`src/rtl/seq_divider_pkg.sv`:
```
// Shared ALU divider definitions: widths, FSM state encoding, adder helper.
package seq_divider_pkg;

  localparam int DVD_W = 16;
  localparam int DVS_W = 8;
  localparam int CNT_W = 4;
  localparam int P_W   = DVS_W + 1;

  localparam logic [DVD_W-1:0] DIV0_QUOT = 16'hFFFF;

  typedef enum logic [1:0] {
    IDLE,
    CALC,
    DONE
  } state_e;

  // Carry-lookahead adder. Every carry is built from the group
  // generate/propagate terms back to carry-in rather than rippled.
  // Returns {carry_out, sum}.
  function automatic logic [P_W:0] cla_add(input logic [P_W-1:0] a,
                                           input logic [P_W-1:0] b,
                                           input logic           cin);
    logic [P_W-1:0] g;
    logic [P_W-1:0] p;
    logic [P_W:0]   c;
    logic           grp_g;
    logic           grp_p;
    g     = a & b;
    p     = a ^ b;
    c     = '0;
    c[0]  = cin;
    grp_g = 1'b0;
    grp_p = 1'b0;
    for (int i = 0; i < P_W; i++) begin
      grp_g = g[i];
      grp_p = p[i];
      for (int j = i - 1; j >= 0; j--) begin
        grp_g = grp_g | (grp_p & g[j]);
        grp_p = grp_p & p[j];
      end
      c[i+1] = grp_g | (grp_p & cin);
    end
    return {c[P_W], p ^ c[P_W-1:0]};
  endfunction

endpackage

```
`src/rtl/seq_divider_div_step.sv`:
```
// One restoring-division step: shift in a dividend bit, trial-subtract the
// divisor, keep the difference only when it did not borrow.
module div_step
  import seq_divider_pkg::*;
(
  input  logic [P_W-1:0]   p_in,
  input  logic             shift_in,
  input  logic [DVS_W-1:0] divisor,
  output logic [P_W-1:0]   p_out,
  output logic             q_bit
);

  logic [P_W-1:0] trial;
  logic [P_W:0]   diff;

  assign trial = {p_in[DVS_W-1:0], shift_in};

  // Subtract as add of the inverted divisor with carry-in 1; carry-out = no borrow.
  assign diff  = cla_add(trial, ~{1'b0, divisor}, 1'b1);

  // p_in[DVS_W] is always 0 since P < divisor; if it were set, the true
  // trial value would exceed any divisor, so the subtraction must be taken.
  assign q_bit = diff[P_W] | p_in[DVS_W];
  assign p_out = q_bit ? diff[P_W-1:0] : trial;

endmodule

```
`src/rtl/seq_divider.sv`:
```
// Iterative restoring divider, 16/8 -> 16 quotient + 8 remainder, one
// quotient bit per clock, start/done handshake toward the ALU control FSM.
//
//   state | meaning
//   IDLE  | ready for start; results held
//   CALC  | one quotient bit per cycle, counter 15 down to 0
//   DONE  | results valid, done pulse for one cycle
module seq_divider
  import seq_divider_pkg::*;
(
  input  logic             clk,
  input  logic             rst,
  input  logic             start,
  input  logic [DVD_W-1:0] dividend,
  input  logic [DVS_W-1:0] divisor,
  output logic             ready,
  output logic             done,
  output logic [DVD_W-1:0] quotient,
  output logic [DVS_W-1:0] remainder,
  output logic             div_by_zero
);

  state_e             state;
  state_e             state_nxt;
  logic [CNT_W-1:0]   cnt;
  logic [DVD_W-1:0]   q_r;
  logic [DVS_W-1:0]   dvs_r;
  logic [P_W-1:0]     p_r;
  logic [P_W-1:0]     p_nxt;
  logic               q_bit;
  logic               dvs_zero;

  assign dvs_zero = (divisor == '0);

  div_step u_step (
    .p_in     (p_r),
    .shift_in (q_r[DVD_W-1]),
    .divisor  (dvs_r),
    .p_out    (p_nxt),
    .q_bit    (q_bit)
  );

  // State register.
  always_ff @(posedge clk) begin
    if (rst) state <= IDLE;
    else     state <= state_nxt;
  end

  // Next-state and handshake outputs.
  always_comb begin
    state_nxt = state;
    ready     = 1'b0;
    done      = 1'b0;
    case (state)
      IDLE: begin
        ready = 1'b1;
        if (start) state_nxt = dvs_zero ? DONE : CALC;
      end
      CALC: begin
        if (cnt == '0) state_nxt = DONE;
      end
      DONE: begin
        done      = 1'b1;
        state_nxt = IDLE;
      end
      default: state_nxt = IDLE;
    endcase
  end

  // Datapath: operand capture, shift/subtract iterations, result registers.
  always_ff @(posedge clk) begin
    if (rst) begin
      cnt         <= '0;
      q_r         <= '0;
      dvs_r       <= '0;
      p_r         <= '0;
      quotient    <= '0;
      remainder   <= '0;
      div_by_zero <= 1'b0;
    end else begin
      case (state)
        IDLE: begin
          if (start && !dvs_zero) begin
            q_r   <= dividend;
            dvs_r <= divisor;
            p_r   <= '0;
            cnt   <= CNT_W'(DVD_W - 1);
          end else if (start) begin
            quotient    <= DIV0_QUOT;
            remainder   <= dividend[DVS_W-1:0];
            div_by_zero <= 1'b1;
          end
        end
        CALC: begin
          q_r <= {q_r[DVD_W-2:0], q_bit};
          p_r <= p_nxt;
          cnt <= cnt - 1'b1;
          if (cnt == '0) begin
            quotient    <= {q_r[DVD_W-2:0], q_bit};
            remainder   <= p_nxt[DVS_W-1:0];
            div_by_zero <= 1'b0;
          end
        end
        default: ;
      endcase
    end
  end

endmodule

```
`config.mk`:
```
export PLATFORM = sky130hd
export DESIGN_NAME = seq_divider
export DESIGN_NICKNAME = d
export VERILOG_FILES = /design/src/rtl/seq_divider_pkg.sv /design/src/rtl/seq_divider_div_step.sv /design/src/rtl/seq_divider.sv
export SDC_FILE = /design/constraint.sdc
export NUM_CORES = 1
export LEC_CHECK = 0
export BUFFER_PORTS_ARGS = -buffer_cell sky130_fd_sc_hd__buf_4
export CELL_PAD_IN_SITES_DETAIL_PLACEMENT = 0
export CELL_PAD_IN_SITES_GLOBAL_PLACEMENT = 1
export CORE_MARGIN = 1.5
export CORE_UTILIZATION = 42
export CTS_CLUSTER_DIAMETER = 100
export DETAILED_ROUTE_END_ITERATION = 10
export PLACE_DENSITY_LB_ADDON = 0.1
export RECOVER_POWER = 25
export SYNTH_ARGS = -nofsm -noshare
export SYNTH_HDL_FRONTEND = slang
export SYNTH_HIERARCHICAL = 1
export SYNTH_SLANG_ARGS = --single-unit
export TNS_END_PERCENT = 5
```
`constraint.sdc`:
```
create_clock -name clk -period 3.1 [get_ports clk]
set_input_delay 0.62 -clock clk [delete_from_list [all_inputs] [get_ports clk]]
set_output_delay 0.62 -clock clk [all_outputs]
set_load 0.01 [all_outputs]
```
After elaboration in Yosys (flattened, before gate mapping). Index checks and enable logic that the tools add are counted.

Input port bits: 27. Logic and storage cells: 172. Register bits: 64.

Bitwise operators: 122. Add/sub/neg operators: 1. Reductions and logical operators: 10. Muxes and demuxes: 25. Eq/ne operators: 6.

Operators by type and width (number): bitwise AND 1 bit (72); 2-to-1 mux 16 bit (4); one-hot mux 16 bit (2 select lines) (2); OR 1 bit (46); 2-to-1 mux 8 bit (3); 2-to-1 mux 9 bit (2); one-hot mux 9 bit (2 select lines) (1); bitwise XOR 9 bit (2); one-hot mux 8 bit (2 select lines) (1); bitwise AND 9 bit (1); inverter 8 -> 9 bit (1); zero test 8 bit (1); != test 2 bit, second input constant (4); one-hot mux 4 bit (2 select lines) (1); 2-to-1 mux 2 bit (3); AND reduction 2 bit (3); 2-to-1 mux 1 bit (5); zero test 4 bit (1); 2-to-1 mux 4 bit (1); one-hot mux 2 bit (2 select lines) (1); AND reduction 4 bit (1); subtractor 4 x 1 -> 4 bit, second input constant (1); == test 2 x 1 -> 1 bit, second input constant (1); == test 2 bit, second input constant (1); other kinds (5) (5).

Longest topological paths before layout. Gate-level depths: netlist (run 1).

Depth in word-level cells: 16. Gate-level depth with buffers: 10.

Modules after synthesis. The synthesis (run 1) kept the hierarchy.

Modules (own cells, without submodules): seq_divider (area an instance 2546.2 µm², instances 1, cells an instance 279, seq. area each 1281.2 µm²); div_step (area an instance 503.0 µm², instances 1, cells an instance 60, seq. area each 0.0 µm²).

Worst setup path after synthesis (run 1). Ideal clock, no wire load.

Kind: register -> register. From: reg dvs_r[0]. To: reg remainder[1]. Stages on the path, launching flop included: 11. Slack: 758 ps. Buffers on the path: 1. Arrival time: 2208 ps. Setup time: 134 ps. Cells stage by stage: dfxtp_1 inv_1 ha_1 o211ai_2 a21oi_2 o31a_4 nor2b_4 buf_12 mux2_4 a222oi_1 a211oi_1.

Longest elaborated chain between the ends: 9.

RTL lines: start: declaration (RTL line seq_divider.sv:27) `logic [DVS_W-1:0] dvs_r;`; start signal: assignment (RTL line seq_divider.sv:85) `dvs_r <= divisor;`; inverter 8 -> 9 bit * (RTL line seq_divider_div_step.sv:19) `assign diff = cla_add(trial, ~{1'b0, divisor}, 1'b1);`; bitwise AND 9 bit (RTL line seq_divider_pkg.sv:28) `g = a & b;`; bitwise AND 1 bit (RTL line seq_divider_pkg.sv:38) `grp_g = grp_g | (grp_p & g[j]);`; OR 1 bit (RTL line seq_divider_pkg.sv:38); OR 1 bit (RTL line seq_divider_pkg.sv:41) `c[i+1] = grp_g | (grp_p & cin);`; OR 1 bit (RTL line seq_divider_div_step.sv:23) `assign q_bit = diff[P_W] | p_in[DVS_W];`; 2-to-1 mux 9 bit * (RTL line seq_divider_div_step.sv:24) `assign p_out = q_bit ? diff[P_W-1:0] : trial;`; net p_nxt[1] (RTL line seq_divider.sv:29) `logic [P_W-1:0] p_nxt;`; 2-to-1 mux 8 bit * (RTL line seq_divider.sv:98) `if (cnt == '0) begin`; one-hot mux 8 bit (2 select lines) * (RTL line seq_divider.sv:81) `case (state)`; end signal: assignment (RTL line seq_divider.sv:90) `remainder <= dividend[DVS_W-1:0];`; end signal: assignment (RTL line seq_divider.sv:100) `remainder <= p_nxt[DVS_W-1:0];`; end: declaration (RTL line seq_divider.sv:19) `output logic [DVS_W-1:0] remainder,`.

The timed path passes the listed nets; every way through them passes the cells marked *. The select of a mux whose other input is x is not followed. A chain may end at the register's enable or synchronous reset.

Final worst setup path (run 1).
From: reg dvs_r[0]. To: reg remainder[5].

Longest elaborated chain between the ends: 9.

RTL lines (RTL line): inverter 8 -> 9 bit * (seq_divider_div_step.sv:19); bitwise AND 9 bit (seq_divider_pkg.sv:28); bitwise AND 1 bit (seq_divider_pkg.sv:38); OR 1 bit (seq_divider_pkg.sv:38); OR 1 bit (seq_divider_pkg.sv:41); bitwise XOR 9 bit / OR 1 bit (equally long branches) (seq_divider_pkg.sv:43, seq_divider_div_step.sv:23); 2-to-1 mux 9 bit * (seq_divider_div_step.sv:24); net p_nxt[5] (seq_divider.sv:29); 2-to-1 mux 8 bit * (seq_divider.sv:98); one-hot mux 8 bit (2 select lines) * (seq_divider.sv:81).

Marks and branches as above.

==> results of run 1 <==
-- per-layer routing --
metal | global-route usage (%) | share of wire (%) | vias up
met2 | 30.4 | 42 | 94
met4 | 7.24 | 1.0 | 0
met1 | 31.8 | 51 | 1237
met5 | 0 | 0 | -
li1 | - | - | 1315
met3 | 4.81 | 5.9 | 6
-- state kept, by name, indices dropped and copies added, names as in the netlist --
signal	count
state	2
div_by_zero	1
dvs_r	8
p_r	9
quotient	16
q_r	16
cnt	4
remainder	8
-- report_power, final --
part / leakage [nW] / switching [mW] / internal (mW) / total [mW]
Combinational: 0.781 / 0.364 / 0.294 / 0.658
Sequential: 0.524 / 0.0596 / 0.905 / 0.965
Clock: 0.119 / 0.355 / 0.559 / 0.914
Total: 1.42 / 0.778 / 1.76 / 2.54
-- kinds of logic after synthesis --
| kind of cell | after synthesis |
|---|---|
| AO/OA/AOI/OAI | 116 |
| XOR/XNOR | 6 |
| multiplexers | 7 |
| AND/OR/NAND/NOR | 89 |
| adder cells (fa/ha/maj) | 10 |
| flip-flops | 64 |
| buffers and inverters | 47 |
-- cells in the mapped netlist (8+ instances only) --
master    number  area share [%]
nand2_1       43             5.3
nor3_1         9             1.5
a222oi_1       8             2.6
o221a_2       16             5.9
a211oi_1       9             2.2
a21oi_1       52             8.5
nand3_1       11             1.8
clkbuf_1      12             1.5
nor2_1         8            0.98
inv_1         22             2.7
ha_1          10             4.1
o21ai_0       17             2.8
dfxtp_1       64              42
-- per-stage QoR --
stage                     hold slack (ns)  total power, mW  setup slack (ns)  area (um2)  utilization, %
after floorplan                     0.436             1.51             0.758        3050               -
after global placement              0.443             1.65             0.593        3470            50.2
after detailed placement            0.448             1.65             0.526        3470            50.2
after CTS                           0.458             2.56             0.490        3720            53.8
after global routing                0.484             2.65             0.346        3640            52.6
final                               0.457             2.54             0.465        3640            52.6
-- worst reg2reg max path, delay by kind of cell (launching register included) --
family          cells  cell delay (ns)
compound gates      5             1.11
buf+inv             1             0.05
simple gates        1             0.31
mux                 1             0.35
flops               1             0.35
fa+ha+maj           1             0.33
-- worst paths after layout --
kind	from	endpoint	slack, ns
setup / recovery	dvs_r[0]	remainder[5]	0.47
hold reg to reg	dvs_r[4]	dvs_r[4]	0.46
setup reg to reg	dvs_r[0]	remainder[5]	0.47
hold / removal	dvs_r[4]	dvs_r[4]	0.46
-- final cells by class --
type	count	area, um2
fillers	704	3270
inverters	23	86.3
well taps	96	120
flip-flops and latches	64	1280
clock inverters	6	114
repair buffers	58	353
clock buffers	10	138
multi-input cells	228	1540
==> results.sh, run 1 <==
export IMPL_firstDrtPassIters=5
export IMPL_syn_num_nets=376
export IMPL_area_delta_synth_final_pct=19.2
export IMPL_finalHoldViolCount=0
export IMPL_die_area_um2=7780
export IMPL_synth_compound_gate_area_share_pct=26.2
export IMPL_vias=2652
export IMPL_start_kind="flop"
export IMPL_cp_data_required_time_ns=3.32
export IMPL_routedWlPerCell_um=16.3
export IMPL_htreeDepth=3
export IMPL_yosys_register_bits=64
export IMPL_critPathMaxStageDelay_ns=0.37
export IMPL_drive_gt1_share_pct=22.9
export IMPL_cp_num_buf_inv=1
export IMPL_path_delay_family="compound AO/OA/AOI/OAI gates"
export IMPL_track_usage_pct=21.4
export IMPL_cts_sinks=64
export IMPL_tightest_slew_ns=0.906
export IMPL_peakVddDrop_uv=299
export IMPL_totalWireLength_mm=7.89
export IMPL_outcome="completed"
export IMPL_cap_viol_max_count=0
export IMPL_slowest_stage="o31a_4"
export IMPL_synthSimpleGateAreaFrac_pct=15.3
export IMPL_place_inst=469
export IMPL_cts_buffers=9
export IMPL_syn_avg_cell_area_um2=8.99
export IMPL_synth_area_um2=3050
export IMPL_cts_tree="built"
export IMPL_cts_setup_buffers=0
export IMPL_nets=421
export IMPL_grt_pass1_vias=2414
export IMPL_ff2ff_path_depth=9
export IMPL_clk_insertion_delay_late_ns=0.35
export IMPL_final_common_cell="dfxtp_1"
export IMPL_power_density_nw_per_um2=698
export IMPL_synthArstFlopShare_pct=0
export IMPL_synth_top_family_by_area="compound AO/OA/AOI/OAI gates"
export IMPL_synth_mux_area_share_pct=3.28
export IMPL_yosysSeqAreaShare_pct=42.0
export IMPL_path_class="flop to flop"
export IMPL_gp_congestion=0.862
export IMPL_hold_buffers=0
export IMPL_synthCells=339
export IMPL_synth_distinct_cells=45
export IMPL_fmax_mhz=380
export IMPL_overflow=0
export IMPL_hold_class="flop to flop"
export IMPL_grt_setup_unrepaired="no"
export IMPL_cp_depth=9
export IMPL_p_leak_nw=1.42
export IMPL_post_route_period_util_pct=85.0
export IMPL_drtIter0Drc=267
export IMPL_start_util_pct=44.1
export IMPL_cts_buffer_depth=2
export IMPL_die_w_um=88.2
export IMPL_core_area_um2=6910
export IMPL_arrival_ns=2.85
export IMPL_final_setup_viol_count=0
export IMPL_finalCriticalPeriod_ns=2.63
export IMPL_synth_edff_count=0
export IMPL_ys_flop_type="dfxtp_1"
export IMPL_rows=30
export IMPL_avgViaCountPerCell=5.47
export IMPL_fin_cells=485
export IMPL_skew_ns=0.0124
export IMPL_hold_depth=2
export IMPL_cts_resized=0
export IMPL_slew_violations=0
export IMPL_yosysWarnings=6
export IMPL_yosys_area_share_adder_pct=4.10
export IMPL_clk_pin_slew_worst_paths_ns=0.07
export IMPL_endpoint_kind="flop"
export IMPL_cts_root_buf="clkbuf_8"
export IMPL_synthXorXnorAreaFrac_pct=1.72
export IMPL_antenna_found_initial=0
export IMPL_port_buffers=53
export IMPL_drc=0
export IMPL_grt_pass1_wl_mm=12.5
export IMPL_die_h_um=88.2
export IMPL_maxSlewHeadroom_pct=39.6
export IMPL_ant_nets=0
export IMPL_cp_cell_sequence="inv_1 > ha_1 > o211ai_2 > a21oi_2 > o31a_4 > nor2b_4 > mux2_4 > a222oi_1 > a211oi_1"
export IMPL_most_common_layout_cells="64 x dfxtp_1, 52 x a21oi_1, 43 x nand2_1, 36 x buf_4"
export IMPL_grt_max_degree=40
export IMPL_num_io_pins=54
export IMPL_crit_fanout=8
export IMPL_fin_setup_tns_ns=0
export IMPL_post_dp_hpwl_mm=5.20
export IMPL_n_antenna_cell=0
Power figures use the tool's default switching activity.
==> inputs of run 2 (changes only) <==
- clock period: 3.1 -> 2.6 ns (I/O delays scaled with it)
==> results.sh, run 2 (same netlist as run 1, synthesis figures left out) <==
export IMPL_nets=428
export IMPL_top_regs="q_r: 16 flops, quotient: 16 flops, p_r: 9 flops"
export IMPL_grt_pass1_wl_mm=12.7
export IMPL_clk_insertion_delay_late_ns=0.34
export IMPL_cp_startpoint="dvs_r[0]"
export IMPL_most_common_layout_cells="63 x dfxtp_1, 52 x a21oi_1, 43 x nand2_1, 41 x buf_4, 23 x clkbuf_1"
export IMPL_finalHoldViolCount=0
export IMPL_clk_pin_slew_worst_paths_ns=0.07
export IMPL_cap_viol_max_count=0
export IMPL_final_common_cell="dfxtp_1"
export IMPL_hold_depth=3
export IMPL_cts_buffer_depth=2
export IMPL_fmax_mhz=392
export IMPL_total_power_mw=2.87
export IMPL_cts_tree="built"
export IMPL_slowest_stage="o31a_4"
export IMPL_totalWireLength_mm=8.16
export IMPL_outcome="completed"
export IMPL_arrival_ns=2.77
export IMPL_start_kind="flop"
export IMPL_area_delta_synth_final_pct=20.1
export IMPL_finalWorstSetupSlack_ns=0.0477
export IMPL_cts_sinks=64
export IMPL_peakVddDrop_uv=343
export IMPL_cts_root_buf="clkbuf_8"
export IMPL_vias=2742
export IMPL_final_setup_viol_count=0
export IMPL_post_dp_hpwl_mm=5.44
export IMPL_ant_nets=0
export IMPL_finalCriticalPeriod_ns=2.55
export IMPL_crit_fanout=8
export IMPL_ff2ff_path_depth=10
export IMPL_start_util_pct=44.1
export IMPL_core_area_um2=6910
export IMPL_n_antenna_cell=0
export IMPL_port_buffers=53
export IMPL_p_leak_nw=1.44
export IMPL_rows=30
export IMPL_cp_cell_sequence="inv_1 > ha_1 > o211ai_2 > a21oi_2 > o31a_4 > nor2b_4 > buf_12 > mux2_4 > a222oi_1 > a211oi_1"
export IMPL_die_w_um=88.2
export IMPL_drive_gt1_share_pct=24.3
export IMPL_fin_util_pct=53.0
export IMPL_antenna_found_initial=0
export IMPL_r2r_start="dvs_r[0]"
export IMPL_place_inst=472
export IMPL_cp_data_required_time_ns=2.82
export IMPL_skew_ns=0.00872
export IMPL_slew_violations=0
export IMPL_routedWlPerCell_um=16.6
export IMPL_post_route_period_util_pct=98.2
export IMPL_min_from="divisor[1]"
export IMPL_dp_slack_ns=0.0384
export IMPL_r2r_end="remainder[3]"
export IMPL_fin_cells=491
export IMPL_endpoint_kind="flop"
export IMPL_critPathMaxStageDelay_ns=0.37
export IMPL_grt_max_degree=40
export IMPL_drc=0
export IMPL_track_usage_pct=21.8
export IMPL_num_io_pins=54
export IMPL_power_density_nw_per_um2=783
export IMPL_die_area_um2=7780
export IMPL_cts_buffers=9
export IMPL_firstDrtPassIters=6
export IMPL_gp_congestion=0.872
export IMPL_path_class="flop to flop"
export IMPL_grt_pass1_vias=2439
export IMPL_die_h_um=88.2
export IMPL_r2r_slack_ns=0.05
export IMPL_maxSlewHeadroom_pct=63.8
export IMPL_drtIter0Drc=256
export IMPL_hold_class="input pin to flop"
export IMPL_tightest_slew_ns=0.543
export IMPL_min_to="dvs_r[1]"
export IMPL_overflow=0
export IMPL_htreeDepth=3
export IMPL_avgViaCountPerCell=5.58
-- run 2: cell count changes in the layout (fill, tap and decap cells not counted), sizes merged --
cell,previous run,this run
buf,36,43
bufinv,3,1
clkinv,0,3
clkinvlp,2,0
-- run 2: cell type report --
type	count	area, um2
well taps	96	120
inverters	23	86.3
repair buffers	65	430
multi-input cells	228	1560
clock buffers	10	128
fillers	725	3250
flip-flops and latches	64	1280
clock inverters	5	57.6
-- run 2: through the flow --
step / TNS [ns] / instance area (um2) / hold slack, ns
finish: 0 / 3660 / 0.451
global route: -0.0514 / 3660 / 0.448
CTS: 0 / 3690 / 0.436
detailed placement: 0 / 3500 / 0.450
global placement: 0 / 3500 / 0.447
floorplan: 0 / 3050 / 0.436
-- run 2: repair_timing --
action | CTS | global route
hold buffers | 0 | 0
resized for setup | 0 | 2
endpoints found under the setup margin | 0 | 7
buffers inserted | 0 | 4
-- run 2: power breakdown --
group	switching (mW)	leakage, nW	internal (mW)	total, mW
Clock	0.392	0.0965	0.440	0.832
Combinational	0.463	0.824	0.421	0.884
Sequential	0.0710	0.524	1.08	1.15
Total	0.926	1.44	1.94	2.87
-- run 2: how the worst max path moves through the flow --
stage	to	slack (ns)	depth (start not counted)
after floorplan	remainder[1]	0.26	10
after global placement	remainder[4]	0.1	9
after detailed placement	remainder[3]	0.04	9
after CTS	remainder[3]	0.02	9
after global routing	remainder[3]	-0.05	10
final	remainder[3]	0.05	10
-- run 2: worst max-delay path, delay by kind of cell (launching register included) --
family	cells	cell delay [ns]
flops	1	0.34
simple gates	1	0.14
buf+inv	2	0.19
mux	1	0.31
fa+ha+maj	1	0.34
compound gates	5	1.11
-- run 2: routing by layer --
| layer | part of all wire [%] | global-route usage [%] | vias up |
|---|---|---|---|
| met3 | 5.2 | 4.24 | 12 |
| met2 | 45 | 30.5 | 86 |
| li1 | - | - | 1331 |
| met5 | 0 | 0 | - |
| met1 | 47 | 32.0 | 1313 |
| met4 | 2.2 | 10.2 | 0 |
==> inputs of run 3 (changes only) <==
- CORE_MARGIN: 1.5 -> 2
==> results.sh, run 3 (same netlist as run 1, synthesis figures left out) <==
export IMPL_outcome="completed"
export IMPL_start_kind="flop"
export IMPL_fin_setup_tns_ns=0
export IMPL_top_regs="q_r: 16 flops, quotient: 16 flops, p_r: 9 flops"
export IMPL_cp_data_required_time_ns=2.81
export IMPL_routedWlPerCell_um=15.8
export IMPL_avgViaCountPerCell=5.42
export IMPL_place_inst=475
export IMPL_grt_pass1_vias=2431
export IMPL_n_fill_cell=732
export IMPL_slowest_stage="o31a_4"
export IMPL_post_dp_hpwl_mm=5.14
export IMPL_totalWireLength_mm=7.79
export IMPL_grt_max_degree=40
export IMPL_cts_tree="built"
export IMPL_drtIter0Drc=227
export IMPL_track_usage_pct=20.6
export IMPL_port_buffers=53
export IMPL_finalHoldViolCount=0
export IMPL_ant_nets=0
export IMPL_grt_pass1_wl_mm=12.5
export IMPL_skew_ns=0.0122
export IMPL_endpoint_kind="flop"
export IMPL_finalCriticalPeriod_ns=2.41
export IMPL_cts_buffers=9
export IMPL_fin_cells=492
export IMPL_path_delay_family="compound AO/OA/AOI/OAI gates"
export IMPL_die_area_um2=7960
export IMPL_arrival_ns=2.62
export IMPL_cp_num_buf_inv=2
export IMPL_fmax_mhz=415
export IMPL_vias=2666
export IMPL_core_area_um2=7140
export IMPL_htreeDepth=3
export IMPL_final_setup_viol_count=0
export IMPL_area_delta_synth_final_pct=19.6
export IMPL_tightest_slew_ns=0.832
export IMPL_hold_class="input pin to flop"
export IMPL_slew_violations=0
export IMPL_die_w_um=89.2
export IMPL_grt_setup_unrepaired="no"
export IMPL_critPathMaxStageDelay_ns=0.37
export IMPL_final_area_um2=3650
export IMPL_nets=426
export IMPL_cp_cell_sequence="inv_1 > ha_1 > nand3_1 > a21oi_2 > o31a_4 > nor2b_4 > buf_12 > mux2_4 > a222oi_1 > a211oi_1"
export IMPL_crit_fanout=8
export IMPL_cts_root_buf="clkbuf_8"
export IMPL_drive_gt1_share_pct=24.4
export IMPL_num_io_pins=54
export IMPL_die_h_um=89.2
export IMPL_multiInputGateArea_um2=1590
export IMPL_path_class="flop to flop"
export IMPL_firstDrtPassIters=5
export IMPL_most_common_layout_cells="63 x dfxtp_1, 52 x a21oi_1, 43 x nand2_1, 40 x buf_4, 23 x clkbuf_1"
export IMPL_placed_cell_area_um2=3490
export IMPL_n_antenna_cell=0
export IMPL_gp_congestion=0.789
export IMPL_rows=31
export IMPL_drc=0
export IMPL_power_density_nw_per_um2=752
export IMPL_post_route_period_util_pct=92.6
export IMPL_final_common_cell="dfxtp_1"
export IMPL_p_leak_nw=1.42
export IMPL_peakVddDrop_uv=289
export IMPL_clk_insertion_delay_late_ns=0.34
export IMPL_hold_buffers=0
export IMPL_cts_sinks=64
export IMPL_overflow=0
export IMPL_cts_buffer_depth=2
export IMPL_antenna_found_initial=0
export IMPL_start_util_pct=42.7
export IMPL_clk_pin_slew_worst_paths_ns=0.07
export IMPL_maxSlewHeadroom_pct=44.5
export IMPL_cap_viol_max_count=0
export IMPL_seq_area_um2=1280
[run 3: cell count changes in the layout (fill, tap and decap cells not counted)]
| cell | change |
|---|---|
| clkinvlp_4 | +1 |
| buf_4 | -1 |
| a21oi_2 | -1 |
| bufinv_16 | -1 |
| inv_6 | -1 |
| a21oi_4 | +1 |
| ha_1 | -2 |
| buf_12 | -1 |
| clkinv_4 | +1 |
| ha_4 | +2 |
[run 3: worst paths after layout]
kind	slack, ns	endpoint	startpoint	cells past startpoint
setup / recovery	0.19	remainder[6]	dvs_r[4]	10
hold / removal	0.45	dvs_r[1]	divisor[1]	3
setup reg to reg	0.19	remainder[6]	dvs_r[4]	10
hold reg to reg	0.46	dvs_r[5]	dvs_r[5]	2
[run 3: tightest hold or removal path: cells and delay by family]
family	cells	cell delay [ns]
buf+inv	1	0.12
simple gates	1	0.05
compound gates	1	0.05
[run 3: power by group]
part	internal, mW	switching (mW)	total, mW
sequential	1.08	0.0720	1.15
clock	0.340	0.393	0.734
combinational	0.416	0.442	0.857
total	1.84	0.907	2.74
[run 3: through the flow]
step	total power [mW]	setup slack [ns]	util [%]	hold WS [ns]
detailed placement	1.97	0.0334	48.9	0.449
global placement	1.97	0.0798	48.9	0.445
floorplan	1.80	0.258	-	0.436
finish	2.74	0.193	51.1	0.445
CTS	2.76	0.0893	51.6	0.435
global route	2.90	0.00642	51.1	0.467
[run 3: repair_timing]
| action | in CTS | in global routing |
|---|---|---|
| pin swaps | 0 | 3 |
| resized for setup | 0 | 5 |
| buffers inserted | 2 | 0 |
| setup endpoints to repair | 1 | 7 |
[run 3: layout make-up]
class,count,area share (%)
multi-input combinational,228,43.6
timing repair buffer,63,11.0
clock inverter,5,0.961
clock buffer,10,3.50
tap,99,3.40
sequential,64,35.2
inverter,23,2.37
[run 3: per-layer routing]
metal	track usage (%)	routed length (um)
met5	0	0
met3	2.86	458
met4	7.33	98
met1	31.3	3870
met2	29.5	3360
